File: src/rtl/fg_pkg.sv
// Shared types and widths for the function-generator control slice.
package fg_pkg;

  localparam int WAVE_W     = 2;
  localparam int STEP_IDX_W = 3;

  typedef enum logic [WAVE_W-1:0] {
    SINE     = 2'd0,
    SQUARE   = 2'd1,
    TRIANGLE = 2'd2,
    SAW      = 2'd3
  } wave_e;

  typedef enum logic {
    IDLE = 1'b0,
    SEND = 1'b1
  } state_e;

endpackage

File: src/rtl/fg_ftw_stepper.sv
// Saturating FTW up/down step; combinational, wide intermediates avoid wrap.
module fg_ftw_stepper
  import fg_pkg::*;
#(
  parameter int                 PHASE_W   = 32,
  parameter int                 STEP_UNIT = 1000,
  parameter logic [PHASE_W-1:0] FTW_MIN   = PHASE_W'(1000),
  parameter logic [PHASE_W-1:0] FTW_MAX   = PHASE_W'(32'h4000_0000)
) (
  input  logic [PHASE_W-1:0]    ftw,
  input  logic [STEP_IDX_W-1:0] step_idx,
  input  logic                  up,
  input  logic                  down,
  output logic [PHASE_W-1:0]    ftw_next,
  output logic                  changed
);

  localparam int SUM_W  = PHASE_W + 8;
  localparam int DIFF_W = PHASE_W + 9;

  logic        [SUM_W-1:0]  step_w;
  logic        [SUM_W-1:0]  sum_w;
  logic signed [DIFF_W-1:0] diff_w;

  always_comb begin
    step_w   = SUM_W'(STEP_UNIT) << step_idx;
    sum_w    = {8'b0, ftw} + step_w;
    diff_w   = $signed({9'b0, ftw}) - $signed({1'b0, step_w});
    ftw_next = ftw;
    // Simultaneous up and down cancel out and leave the FTW untouched.
    if (up && !down) begin
      ftw_next = (sum_w > SUM_W'(FTW_MAX)) ? FTW_MAX : sum_w[PHASE_W-1:0];
    end else if (down && !up) begin
      ftw_next = (diff_w < $signed(DIFF_W'(FTW_MIN))) ? FTW_MIN : diff_w[PHASE_W-1:0];
    end
    changed = (ftw_next != ftw);
  end

endmodule

File: src/rtl/fg_control.sv
// Turns button pulses into waveform/FTW working state and publishes
// snapshots to the DDS core over a valid/ready handshake.
module fg_control
  import fg_pkg::*;
#(
  parameter int                 PHASE_W      = 32,
  parameter int                 STEP_UNIT    = 1000,
  parameter int                 STEP_IDX_MAX = 7,
  parameter logic [PHASE_W-1:0] FTW_MIN      = PHASE_W'(1000),
  parameter logic [PHASE_W-1:0] FTW_MAX      = PHASE_W'(32'h4000_0000),
  parameter logic [PHASE_W-1:0] FTW_RESET    = PHASE_W'(100000)
) (
  input  logic                  Fg_clk,
  input  logic                  Reset,
  input  logic                  Btn_wave,
  input  logic                  Btn_step,
  input  logic                  Btn_up,
  input  logic                  Btn_down,
  output logic [STEP_IDX_W-1:0] Step_idx,
  output logic [WAVE_W-1:0]     Cfg_wave,
  output logic [PHASE_W-1:0]    Cfg_ftw,
  output logic                  Cfg_valid,
  input  logic                  Cfg_ready
);

  wave_e              wave_r;
  logic [PHASE_W-1:0] ftw_r;
  logic [PHASE_W-1:0] ftw_next;
  logic               ftw_changed;
  logic               dirty;
  logic               dirty_set;
  state_e             state;

  fg_ftw_stepper #(
    .PHASE_W   (PHASE_W),
    .STEP_UNIT (STEP_UNIT),
    .FTW_MIN   (FTW_MIN),
    .FTW_MAX   (FTW_MAX)
  ) u_stepper (
    .ftw      (ftw_r),
    .step_idx (Step_idx),
    .up       (Btn_up),
    .down     (Btn_down),
    .ftw_next (ftw_next),
    .changed  (ftw_changed)
  );

  assign dirty_set = Btn_wave | ftw_changed;

  always_ff @(posedge Fg_clk or posedge Reset) begin
    if (Reset) begin
      wave_r    <= SINE;
      ftw_r     <= FTW_RESET;
      Step_idx  <= '0;
      dirty     <= 1'b1;
      Cfg_wave  <= '0;
      Cfg_ftw   <= FTW_RESET;
      Cfg_valid <= 1'b0;
      state     <= IDLE;
    end else begin
      if (Btn_wave) begin
        wave_r <= wave_e'(wave_r + 1'b1);
      end
      if (Btn_step) begin
        Step_idx <= (Step_idx == STEP_IDX_W'(STEP_IDX_MAX)) ? '0 : Step_idx + 1'b1;
      end
      ftw_r <= ftw_next;
      dirty <= dirty | dirty_set;

      case (state)
        IDLE: begin
          // Capture takes pre-update working values; a press in this cycle
          // keeps dirty set so a follow-up snapshot is issued.
          if (dirty) begin
            Cfg_wave  <= wave_r;
            Cfg_ftw   <= ftw_r;
            Cfg_valid <= 1'b1;
            dirty     <= dirty_set;
            state     <= SEND;
          end
        end
        SEND: begin
          if (Cfg_ready) begin
            Cfg_valid <= 1'b0;
            state     <= IDLE;
          end
        end
        default: state <= IDLE;
      endcase
    end
  end

endmodule
File: config.mk
export PLATFORM = sky130hd
export DESIGN_NAME = fg_control
export DESIGN_NICKNAME = d
export VERILOG_FILES = /design/src/rtl/fg_pkg.sv /design/src/rtl/fg_ftw_stepper.sv /design/src/rtl/fg_control.sv
export SDC_FILE = /design/constraint.sdc
export NUM_CORES = 1
export LEC_CHECK = 0
export ABC_AREA = 1
export BUFFER_PORTS_ARGS = -buffer_cell sky130_fd_sc_hd__buf_2
export CAP_MARGIN = 10
export CORE_MARGIN = 1
export CORE_UTILIZATION = 43
export DETAILED_ROUTE_END_ITERATION = 16
export GPL_TIMING_DRIVEN = 0
export PLACE_DENSITY_LB_ADDON = 0.1
export SETUP_SLACK_MARGIN = 0.05
export SLEW_MARGIN = 20
export SYNTH_ARGS = -nofsm -noshare
export SYNTH_HDL_FRONTEND = slang
export SYNTH_SLANG_ARGS = --single-unit
File: constraint.sdc
create_clock -name Fg_clk -period 3.5 [get_ports Fg_clk]
set_input_delay 0.7 -clock Fg_clk [delete_from_list [all_inputs] [get_ports Fg_clk]]
set_output_delay 0.7 -clock Fg_clk [all_outputs]
set_load 0.005 [all_outputs]
# After elaboration in Yosys (flattened, before gate mapping)

Index checks and enable logic that the tools add are counted.

Reduce and logical (&&, ||, !) cells: 6
Mux-type cells: 13
Order comparisons: 2
$add $sub $neg: 4
Shift operators: 1
Bitwise gates (word level): 3
Eq/ne operators: 4

Operators with widths:

| kind                    | count |
|---|---|
| $mux W32                | 4 |
| $lt A41 B11 Y1 const B  | 1 |
| $sub A32 B40 Y41        | 1 |
| $add A32 B40 Y40        | 1 |
| $gt A40 B31 Y1 const B  | 1 |
| $shl A10 B3 Y40 const A | 1 |
| $ne A32 B32 Y1          | 1 |
| $mux W1                 | 6 |
| $ne A2 B2 Y1 const B    | 2 |
| $pmux W1 S2             | 2 |
| $reduce_and A2 Y1       | 2 |
| $add A3 B1 Y3 const B   | 1 |
| $eq A3 B3 Y1 const B    | 1 |
| $mux W3                 | 1 |
| $add A2 B1 Y2 const B   | 1 |
| $logic_and A1 B1 Y1     | 2 |
| $logic_not A1 Y1        | 2 |
| $or A1 B1 Y1            | 2 |
| $not A1 Y1              | 1 |

Logic and storage cells: 41
Output and inout port bits: 38
Register bits: 74
Input port bits: 7

# Logic depth before layout (Yosys ltp)

Gate-level depths: netlist (run 1).

Depth after elaboration: 11
Mapped depth: 33
Gate-level depth less buffers: 33

# Hierarchy

Synthesis (run 1) repeated with hierarchy kept, for this count alone.

Cell total of the unflattened synthesis: 1316
Area, all modules: 7557.2 µm²

By module, submodules not included:

| module         | times used | area each (µm²) | cells an instance |
|---|---|---|---|
| fg_ftw_stepper | 1          | 5087.4          | 1104 |
| fg_control     | 1          | 2469.9          | 212 |

# Least setup slack after synthesis (run 1)

OpenSTA, ideal clock, no wires.

Path type: register to register
Start: register Step_idx[2]
End: register dirty
Arrival time: 3479 ps
Setup slack: -56 ps
Data required time: 3423 ps
Library setup time: 77 ps
Stages on the path, launching flop included: 29
Path buffers: 3
Period minus slack after synthesis: 3556 ps
Path through: dfrtp_1 -> clkbuf_1 -> inv_1 -> or2_2 -> o21ai_0 -> ha_1 -> buf_2 -> nor2_1 -> nand2_1 -> nor2_1 -> nand2_1 -> nand3_2 -> nand2_2 -> nand3_4 -> nand3_1 -> nor2_1 -> nand2_1 -> nor2_1 -> nand2_2 -> nand2_4 -> nand2_4 -> buf_6 -> nand3_2 -> xor2_1 -> nand2_1 -> nor2_1 -> nand2_1 -> nor2_1 -> nand2_1

Longest elaborated chain between the ends: 11
Elaborated cells between the ends (all ways): 14
Classes of those cells: 2 x add/sub; 2 x order compare; 1 x eq/ne; 1 x shift; 6 x mux; 2 x bitwise

RTL lines:

| element                  | line                 | text |
|---|---|---|
| start: declaration       | fg_control.sv:19     | `output logic [STEP_IDX_W-1:0] Step_idx,` |
| start signal: assignment | fg_control.sv:65     | `Step_idx <= (Step_idx == STEP_IDX_W'(STEP_IDX_MAX)) ? '0 : Step_idx + 1'b1;` |
| $shl A10 B3 Y40 (*)      | fg_ftw_stepper.sv:26 | `step_w = SUM_W'(STEP_UNIT) << step_idx;` |
| $sub A32 B40 Y41         | fg_ftw_stepper.sv:28 | `diff_w = $signed({9'b0, ftw}) - $signed({1'b0, step_w});` |
| $lt A41 B11 Y1           | fg_ftw_stepper.sv:34 | `ftw_next = (diff_w < $signed(DIFF_W'(FTW_MIN))) ? FTW_MIN : diff_w[PHASE_W-1:0];` |
| $mux W32                 | fg_ftw_stepper.sv:34 |  |
| $mux W32                 | fg_ftw_stepper.sv:33 | `end else if (down && !up) begin` |
| $mux W32 (*)             | fg_ftw_stepper.sv:31 | `if (up && !down) begin` |
| $ne A32 B32 Y1 (*)       | fg_ftw_stepper.sv:36 | `changed = (ftw_next != ftw);` |
| $or A1 B1 Y1 (*)         | fg_control.sv:48     | `assign dirty_set = Btn_wave \| ftw_changed;` |
| $or A1 B1 Y1             | fg_control.sv:68     | `dirty <= dirty \| dirty_set;` |
| $mux W1                  | fg_control.sv:74     | `if (dirty) begin` |
| $mux W1 (*)              | fg_control.sv:70     | `case (state)` |
| end signal: assignment   | fg_control.sv:68     |  |
| end signal: assignment   | fg_control.sv:78     | `dirty <= dirty_set;` |
| end: declaration         | fg_control.sv:30     | `logic dirty;` |

Mark *: on every way between the ends. The rest lies on a longest branch, timed or not.
A chain may end at the register's enable or synchronous reset.

# Worst setup path in the final report (run 1)

Start: register Step_idx[0]
End: register dirty

Same word-level chain as after synthesis.

==> results of run 1 <==
synthesized netlist by cell type (13+ instances only):
library cell,n
a21oi_1,31
buf_2,15
clkbuf_1,14
dfrtp_1,61
dfstp_2,13
ha_1,35
inv_1,170
inv_2,23
nand2_1,422
nand3_1,87
nand4_1,32
nor2_1,131
o21ai_0,66
xor2_1,24
critical path, delay by kind of cell (launching register included):
| kind | cells | cell delay (ps) |
|---|---|---|
| AND/OR/NAND/NOR | 21 | 2270 |
| flip-flops | 1 | 440 |
| buffers and inverters | 3 | 410 |
| adder cells (fa/ha/maj) | 2 | 410 |
| XOR/XNOR | 1 | 150 |
| AO/OA/AOI/OAI | 1 | 70 |
metal layers:
| metal | part of all wire | track usage | vias to the layer above | wire [um] |
|---|---|---|---|---|
| li1 | - | - | 3986 | - |
| met1 | 0.45 | 0.4182 | 3775 | 11600 |
| met2 | 0.45 | 0.4530 | 283 | 11580 |
| met3 | 0.072 | 0.03318 | 50 | 1861 |
| met4 | 0.031 | 0.09625 | 0 | 799 |
| met5 | 0 | 0 | - | 0 |
registers in the layout (all words and copies together) (netlist names):
name	count
Step_idx	3
Cfg_ftw	32
dirty	1
wave_r	2
ftw_r	32
state	1
Cfg_valid	1
Cfg_wave	2
stage by stage:
stage,setup WS [ps],std cells,hold WS (ps),utilization
after detailed placement,-1016,1477,467.7,0.4708
final,-323.2,1541,311.1,0.5778
after global routing,-515.8,1541,327.9,0.5778
after global placement,-1027,1476,462.1,0.4690
after floorplan,67.92,1212,440.2,-
after CTS,-331.1,1512,315.9,0.5185
area by class of cell:
cell class | count | area (um2) | share of cell area
clock buffers | 11 | 232.7 | 0.02446
clock inverters | 5 | 56.30 | 0.005918
inverters | 197 | 762.0 | 0.08009
flip-flops and latches | 74 | 1871 | 0.1966
plain buffers | 38 | 282.8 | 0.02972
well taps | 220 | 275.3 | 0.02893
multi-input cells | 904 | 5380 | 0.5655
repair buffers | 92 | 654.4 | 0.06878
worst min-delay path by stage:
| stage | startpoint | to | slack [ps] | cells past startpoint |
|---|---|---|---|---|
| floorplan | state$_DFF_PP0_ | Cfg_valid$_DFFE_PP0P_ | 440 | 1 |
| global placement | Cfg_ftw[19]$_DFFE_PP0P_ | Cfg_ftw[19]$_DFFE_PP0P_ | 460 | 2 |
| detailed placement | Cfg_ftw[26]$_DFFE_PP0P_ | Cfg_ftw[26]$_DFFE_PP0P_ | 470 | 2 |
| CTS | Reset | Cfg_ftw[24]$_DFFE_PP0P_ | 320 | 2 |
| global route | Reset | Cfg_ftw[24]$_DFFE_PP0P_ | 330 | 2 |
| finish | Reset | Cfg_ftw[26]$_DFFE_PP0P_ | 310 | 2 |
power by group through the flow:
stage	combinational [uW]	clock (uW)	sequential, uW
after CTS	6410	958	1540
final	7820	931	1580
after global routing	8610	980	1620
after floorplan	4190	0	1460
after global placement	5750	0	1540
after detailed placement	5790	0	1550
cells by family (layout without fill, tap and decap cells):
kind of cell               count (synthesis)  count (layout)  share of synthesized area
and+or+nand+nor                          721             722                     0.4230
buffers and inverters                    235             343                     0.1304
AOI/OAI and AO/OA                        121             121                    0.09389
DFF                                       74              74                     0.2586
adders and majority gates                 36              36                    0.06340
xor gates and xnor gates                  24              24                    0.02910
muxes                                      1               1                   0.001559
what timing repair did:
item / 4_1_cts / 5_1_grt
pin swaps: 17 / 73
gates resized for setup: 94 / 198
gates cloned: 1 / 3
setup endpoints to repair: 32 / 32
setup buffers: 18 / 27
==> results.ini, run 1 <==
[global_routing]
grt_pass1_vias=7182
overflow=0
grt.total_usage=0.2915
grt_pass1_wl_mm=38.84
antenna_found_initial=0
grt_max_degree=55

[timing]
slew_violations=0
grt_setup_unrepaired=yes
maxSlewHeadroom=0.5173
fmax_mhz=261.6
fin_crit_sh=1.092
tns_ps=-323.2
worst_pin_slew_ps=721.4
layout_min_cycle_time_ps=3823
finalHoldViolCount=0
finalSetupViolations=1
finClkSkew_ps=11.60
setup_ws_ps=-323.2

[run]
cap_viol_max_count=0

[synthesis]
synth_cell_types=45
synth-edff-count=0
avgSynthCellArea_um2=5.960
synth_area_leader_cell=nand2_1
synth_seq_area_share=0.2586
syn_nets=1255
async_flop_share=1.000
ys_warn_count=0
syn_area_um2=7223
synth-seq-cells=74
synth_area_leaders=nand2_1, dfrtp_1, inv_1
synth_top_flop_cell=dfrtp_1
yosys.area.top_type_share=0.2193
synthCells=1212

[power_and_ir_drop]
p_int_uw=4638
combPwrFrac=0.757
powerDensity_nw_per_um2=1087
power_frac_seq=0.153
switchingPower_uw=5701
total_power_uw=10340
irDropWorstVdd_mv=0.8759
sw_frac_of_total=0.5514
p_clk_frac=0.090
leakage_uw=0.004974

[setup_path]
crit_path_start=Step_idx[0]$_DFFE_PP0P_
max_stage_delay_ps=440
r2r_start=Step_idx[0]$_DFFE_PP0P_
worstPathRequired_ps=3780
ff2ff_setup_slack_ps=-320
critical_path_class=reg -> reg
worstReg2RegEnd=dirty$_DFF_PP1_
cp_slowest_cell=dfrtp_2
end_kind=flop
start_kind=flop
path_common_cell=nand2_1
r2r.worst_path.cells=28
crit_arrival_ps=4100
endpoint=dirty$_DFF_PP1_
path_max_fanout=5

[placement]
port_buffers=44
dp_hpwl_mm=19.88
dpl-instance-area_um2=7752
globalplace.congestion=0.9902

[drt]
drc=0
finalWirelength_mm=25.84
antenna_left=0
vias=8094
wl_per_cell_um=16.77
dr.pass1.iters=5
drtIter0Drc=777
via_per_inst=5.252

[clock_network]
cts_buffers=9
cts_tree=done
clk_pin_slew_ps=70
clockBufferDepth=2
root_buffer=clkbuf_16
cts.sinks=74
cts_hold_buffers=0
ctsHtreeMaxLevel=3
insertion_delay_ps=350

[die]
ios=45
die_w_um=131.6
die_h_um=131.6
core_um2=16470
dieArea_um2=17320
num_rows=47
start_util=0.4387

[layout]
layout_common_cells=nand2_1, inv_1, nor2_1
n_fill_cell=1641
diodes=0
nNetsFinal=1359
design_area_um2=9514
syn_to_final_growth_pct=31.72
drive_gt1_frac=0.3036
final_common_cell=nand2_1

[worst_hold_path]
hold_class=in -> async

[run_status]
status=finished with violations
violations=setup timing

Power figures use the tool's default switching activity.
==> inputs of run 2 (changes only) <==
- PLACE_DENSITY: not set -> 0.64
- PLACE_DENSITY_LB_ADDON: 0.1 -> not set
- SYNTH_HIERARCHICAL: not set -> 1
==> results.ini, run 2 <==
[layout]
nNetsFinal=1482
final_util=0.6013
top_regs=Cfg_ftw: 32 flops, ftw_r: 32 flops, Step_idx: 3 flops
drive_gt1_frac=0.3170
layout_common_cells=nand2_1, inv_1, nor2_1
instances_no_fill=1673
syn_to_final_growth_pct=37.15
final_common_cell=nand2_1
n_fill_cell=1659
diodes=0

[synthesis]
synth_area_leaders=nand2_1, dfrtp_1, inv_1
synth-seq-cells=74
synthCells=1316
avgSynthCellArea_um2=5.743
ys_warn_count=6
synth_area_leader_cell=nand2_1
yosys.area.top_type_share=0.2588
async_flop_share=1.000
synth-edff-count=0
synth_top_flop_cell=dfrtp_1
syn_area_um2=7557
synth_seq_area_share=0.2472
syn_nets=1355
yosysMostFrequentCell=nand2_1
ys_top_cells_by_count=nand2_1, inv_1, nor2_1
synth_cell_types=42

[die]
core_um2=17240
start_util=0.4384
ios=45
die_w_um=134.6
die_h_um=134.6
num_rows=48
dieArea_um2=18110

[global_routing]
grt_pass1_vias=8169
grt_max_degree=48
overflow=0
antenna_found_initial=0
grt_pass1_wl_mm=43.77
grt.total_usage=0.3188

[timing]
slew_violations=0
fmax_mhz=244.0
maxSlewHeadroom=0.3382
finClkSkew_ps=8.806
setup_ws_ps=-598.0
finalSetupViolations=4
fin_crit_sh=1.171
holdWs_ps=345.3
finalHoldViolCount=0
grt_setup_unrepaired=yes
worst_pin_slew_ps=989.0
layout_min_cycle_time_ps=4098
tns_ps=-683.7

[drt]
dr.pass1.iters=7
drc=0
finalWirelength_mm=29.79
antenna_left=0
via_per_inst=5.368
vias=8980
drtIter0Drc=872
wl_per_cell_um=17.80

[setup_path]
path_common_cell=nand2_1
crit_arrival_ps=4360
critical_path_class=reg -> reg
start_kind=flop
max_stage_delay_ps=440
end_kind=flop
path_buf_inv=9
worstPathRequired_ps=3760
cp_slowest_cell=dfrtp_2
path_max_fanout=5
critical_path.top_delay_family=simple AND/OR/NAND/NOR gates

[worst_hold_path]
hold_class=in -> async

[power_and_ir_drop]
leakage_uw=0.005500
total_power_uw=11710
powerDensity_nw_per_um2=1130
irDropWorstVdd_mv=0.9019

[clock_network]
clockBufferDepth=2
insertion_delay_ps=340
ctsHtreeMaxLevel=3
root_buffer=clkbuf_16
cts_tree=done
cts_buffers=9
cts.sinks=74
clk_pin_slew_ps=60

[placement]
port_buffers=44
place_inst=1586
globalplace.congestion=0.9755
dp_hpwl_mm=22.31

[run]
cap_viol_max_count=0

[run_status]
violations=setup timing
status=finished with violations

-- run 2: cell families after synthesis --
| group | Yosys count | synth area share |
|---|---|---|
| simple gates | 858 | 0.4775 |
| flops | 74 | 0.2472 |
| buf+inv | 241 | 0.1318 |
| xor+xnor | 17 | 0.01970 |
| compound gates | 94 | 0.06987 |
| fa+ha+maj | 32 | 0.05397 |
-- run 2: report_power, final --
part | internal [uW] | leakage (uW) | switching, uW
clock network | 575 | 0.000142 | 368
logic | 3390 | 0.00446 | 5720
registers | 1230 | 0.000899 | 419
-- run 2: final timing paths --
| check | startpoint | to | slack (ps) | depth (start not counted) |
|---|---|---|---|---|
| max reg2reg | Step_idx[1]$_DFFE_PP0P_ | dirty$_DFF_PP1_ | -600 | 34 |
| max in group asynchronous | Reset | Cfg_ftw[5]$_DFFE_PP1P_ | 2530 | 3 |
| min reg2reg | Cfg_ftw[5]$_DFFE_PP1P_ | Cfg_ftw[5]$_DFFE_PP1P_ | 470 | 2 |
| max | Step_idx[1]$_DFFE_PP0P_ | dirty$_DFF_PP1_ | -600 | 34 |
| min | Reset | Cfg_ftw[29]$_DFFE_PP0P_ | 350 | 2 |
| min in group Fg_clk | Cfg_ftw[5]$_DFFE_PP1P_ | Cfg_ftw[5]$_DFFE_PP1P_ | 470 | 2 |
-- run 2: through the flow --
| step | setup slack [ps] | cell area [um2] |
|---|---|---|
| after floorplan | 50.54 | 7566 |
| after detailed placement | -1248 | 8098 |
| after global routing | -845.3 | 10360 |
| after CTS | -468.1 | 9410 |
| final | -598.0 | 10360 |
| after global placement | -1252 | 8068 |
-- run 2: routing by layer --
layer  vias up  track usage  part of all wire  wire (um)
met3        87      0.03716             0.069       2058
met4         0       0.1192             0.040       1188
met5         -            0                 0          0
li1       4348            -                 -          -
met1      4155       0.4333              0.43      12890
met2       390       0.5187              0.46      13650
-- run 2: final cells by class --
cell class | count | area (um2) | share of cell area
Multi-Input combinational cell | 1001 | 5896 | 0.5688
Tap cell | 225 | 281.5 | 0.02716
Inverter | 204 | 785.8 | 0.07581
Clock buffer | 11 | 242.7 | 0.02342
Buffer | 37 | 307.8 | 0.02970
Sequential cell | 74 | 1872 | 0.1806
Timing Repair Buffer | 116 | 917.1 | 0.08848
Clock inverter | 5 | 62.56 | 0.006036
-- run 2: timing repair --
| item | CTS | global route |
|---|---|---|
| gates resized for setup | 168 | 190 |
| hold endpoints to repair | 0 | 0 |
| gates cloned | 4 | 1 |
| hold buffers | 0 | 0 |
| endpoints found under the setup margin | 33 | 33 |
| pin swaps | 55 | 95 |
| setup buffers | 38 | 28 |
-- run 2: worst reg2reg max path: cells and delay by family (launching register included) --
kind / cells / cell delay, ps
and+or+nand+nor: 22 / 2080
buffers and inverters: 9 / 980
DFF: 1 / 440
adders and majority gates: 1 / 280
AOI/OAI and AO/OA: 2 / 240
==> inputs of run 3 (changes only) <==
- SKIP_LAST_GASP: not set -> 1
==> results.ini, run 3 (same netlist as run 2, synthesis figures left out) <==
[clock_network]
root_buffer=clkbuf_16
cts_buffers=9
cts.sinks=74
clockBufferDepth=2
cts_hold_buffers=0
insertion_delay_ps=340
cts_tree=done
ctsHtreeMaxLevel=3
clk_pin_slew_ps=60

[placement]
globalplace.congestion=0.9755
place_inst=1586
port_buffers=44
dp_hpwl_mm=22.31

[layout]
nNetsFinal=1485
drive_gt1_frac=0.3150
final_common_cell=nand2_1
diodes=0
syn_to_final_growth_pct=37.45
top_regs=Cfg_ftw: 32 flops, ftw_r: 32 flops, Step_idx: 3 flops
layout_common_cells=nand2_1, inv_1, nor2_1
n_fill_cell=1647
instances_no_fill=1676

[global_routing]
grt.total_usage=0.3189
grt_max_degree=48
grt_pass1_wl_mm=43.78
grt_pass1_vias=8170
antenna_found_initial=0
overflow=0

[setup_path]
path_common_cell=nand2_1
r2r_start=Step_idx[1]$_DFFE_PP0P_
worstPathRequired_ps=3760
path_buf_inv=6
critical_path.top_delay_family=simple AND/OR/NAND/NOR gates
path_max_fanout=5
critical_path_class=reg -> reg
max_stage_delay_ps=460
crit_path_start=Step_idx[1]$_DFFE_PP0P_
crit_arrival_ps=4380
end_kind=flop
start_kind=flop
cp_slowest_cell=dfrtp_2

[timing]
slew_violations=0
fmax_mhz=242.6
finalHoldViolCount=0
layout_min_cycle_time_ps=4122
maxSlewHeadroom=0.3337
grt_setup_unrepaired=yes
setup_ws_ps=-622.0
fin_crit_sh=1.178
finalSetupViolations=2
finClkSkew_ps=10.22
worst_pin_slew_ps=995.8

[power_and_ir_drop]
total_power_uw=11610
p_int_uw=5152
irDropWorstVdd_mv=0.8517
sw_frac_of_total=0.5564
power_frac_seq=0.142
leakage_uw=0.005556
p_clk_frac=0.081
combPwrFrac=0.777
switchingPower_uw=6463
powerDensity_nw_per_um2=1118

[drt]
vias=8929
wl_per_cell_um=17.63
antenna_left=0
drtIter0Drc=818
via_per_inst=5.328
drc=0
dr.pass1.iters=6
finalWirelength_mm=29.55

[die]
ios=45
die_h_um=134.6
start_util=0.4384
dieArea_um2=18110
num_rows=48
core_um2=17240
die_w_um=134.6

[run_status]
violations=setup timing
status=finished with violations

[worst_hold_path]
hold_class=in -> async

[run]
cap_viol_max_count=0

==> run 3: routing by layer <==
metal,routed length [um],part of all wire,up-vias,GRT usage
met4,1011,0.034,0,0.1192
met2,13660,0.46,392,0.5187
met5,0,0,-,0
met1,12910,0.44,4105,0.4335
met3,1969,0.067,73,0.03716
li1,-,-,4359,-
==> run 3: path summary, 6_finish.rpt <==
path,endpoint,slack (ps),cells after the start
max,dirty$_DFF_PP1_,-620,32
min,Cfg_ftw[28]$_DFFE_PP0P_,350,2
max reg2reg,dirty$_DFF_PP1_,-620,32
min reg2reg,Cfg_ftw[23]$_DFFE_PP0P_,460,2
max in group asynchronous,Cfg_ftw[5]$_DFFE_PP1P_,2530,3
min in group Fg_clk,Cfg_ftw[23]$_DFFE_PP0P_,460,2
==> run 3: stage by stage <==
stage | setup TNS [ps] | cell area [um2] | hold WS (ps) | util | worst slack (ps)
after detailed placement | -11930 | 8098 | 449.0 | 0.4698 | -1248
after global placement | -12530 | 8068 | 450.7 | 0.4681 | -1252
after floorplan | 0 | 7566 | 436.6 | - | 50.54
final | -630.8 | 10390 | 345.1 | 0.6026 | -622.0
after global routing | -1130 | 10390 | 366.7 | 0.6026 | -841.4
after CTS | -468.6 | 9409 | 349.9 | 0.5459 | -468.6
==> run 3: layout make-up <==
class / instances / area (um2) / area share
clock buffers: 11 / 242.7 / 0.02337
multi-input cells: 1001 / 5917 / 0.5696
well taps: 225 / 281.5 / 0.02710
inverters: 204 / 780.7 / 0.07516
clock inverters: 5 / 62.56 / 0.006023
repair buffers: 119 / 923.4 / 0.08889
flip-flops and latches: 74 / 1872 / 0.1802
plain buffers: 37 / 307.8 / 0.02963
==> run 3: power by group through the flow <==
| stage | clock network [uW] | logic [uW] | registers [uW] |
|---|---|---|---|
| detailed placement | 0 | 6010 | 1630 |
| global route | 996 | 9720 | 1700 |
| finish | 944 | 9020 | 1650 |
| CTS | 964 | 7150 | 1620 |
| floorplan | 0 | 4350 | 1510 |
| global placement | 0 | 5980 | 1620 |
==> run 3: timing repair <==
action	4_1_cts	5_1_grt
setup buffers	38	31
endpoints found under the setup margin	33	33
pin swaps	55	92
cloned	4	1
resized for setup	167	191
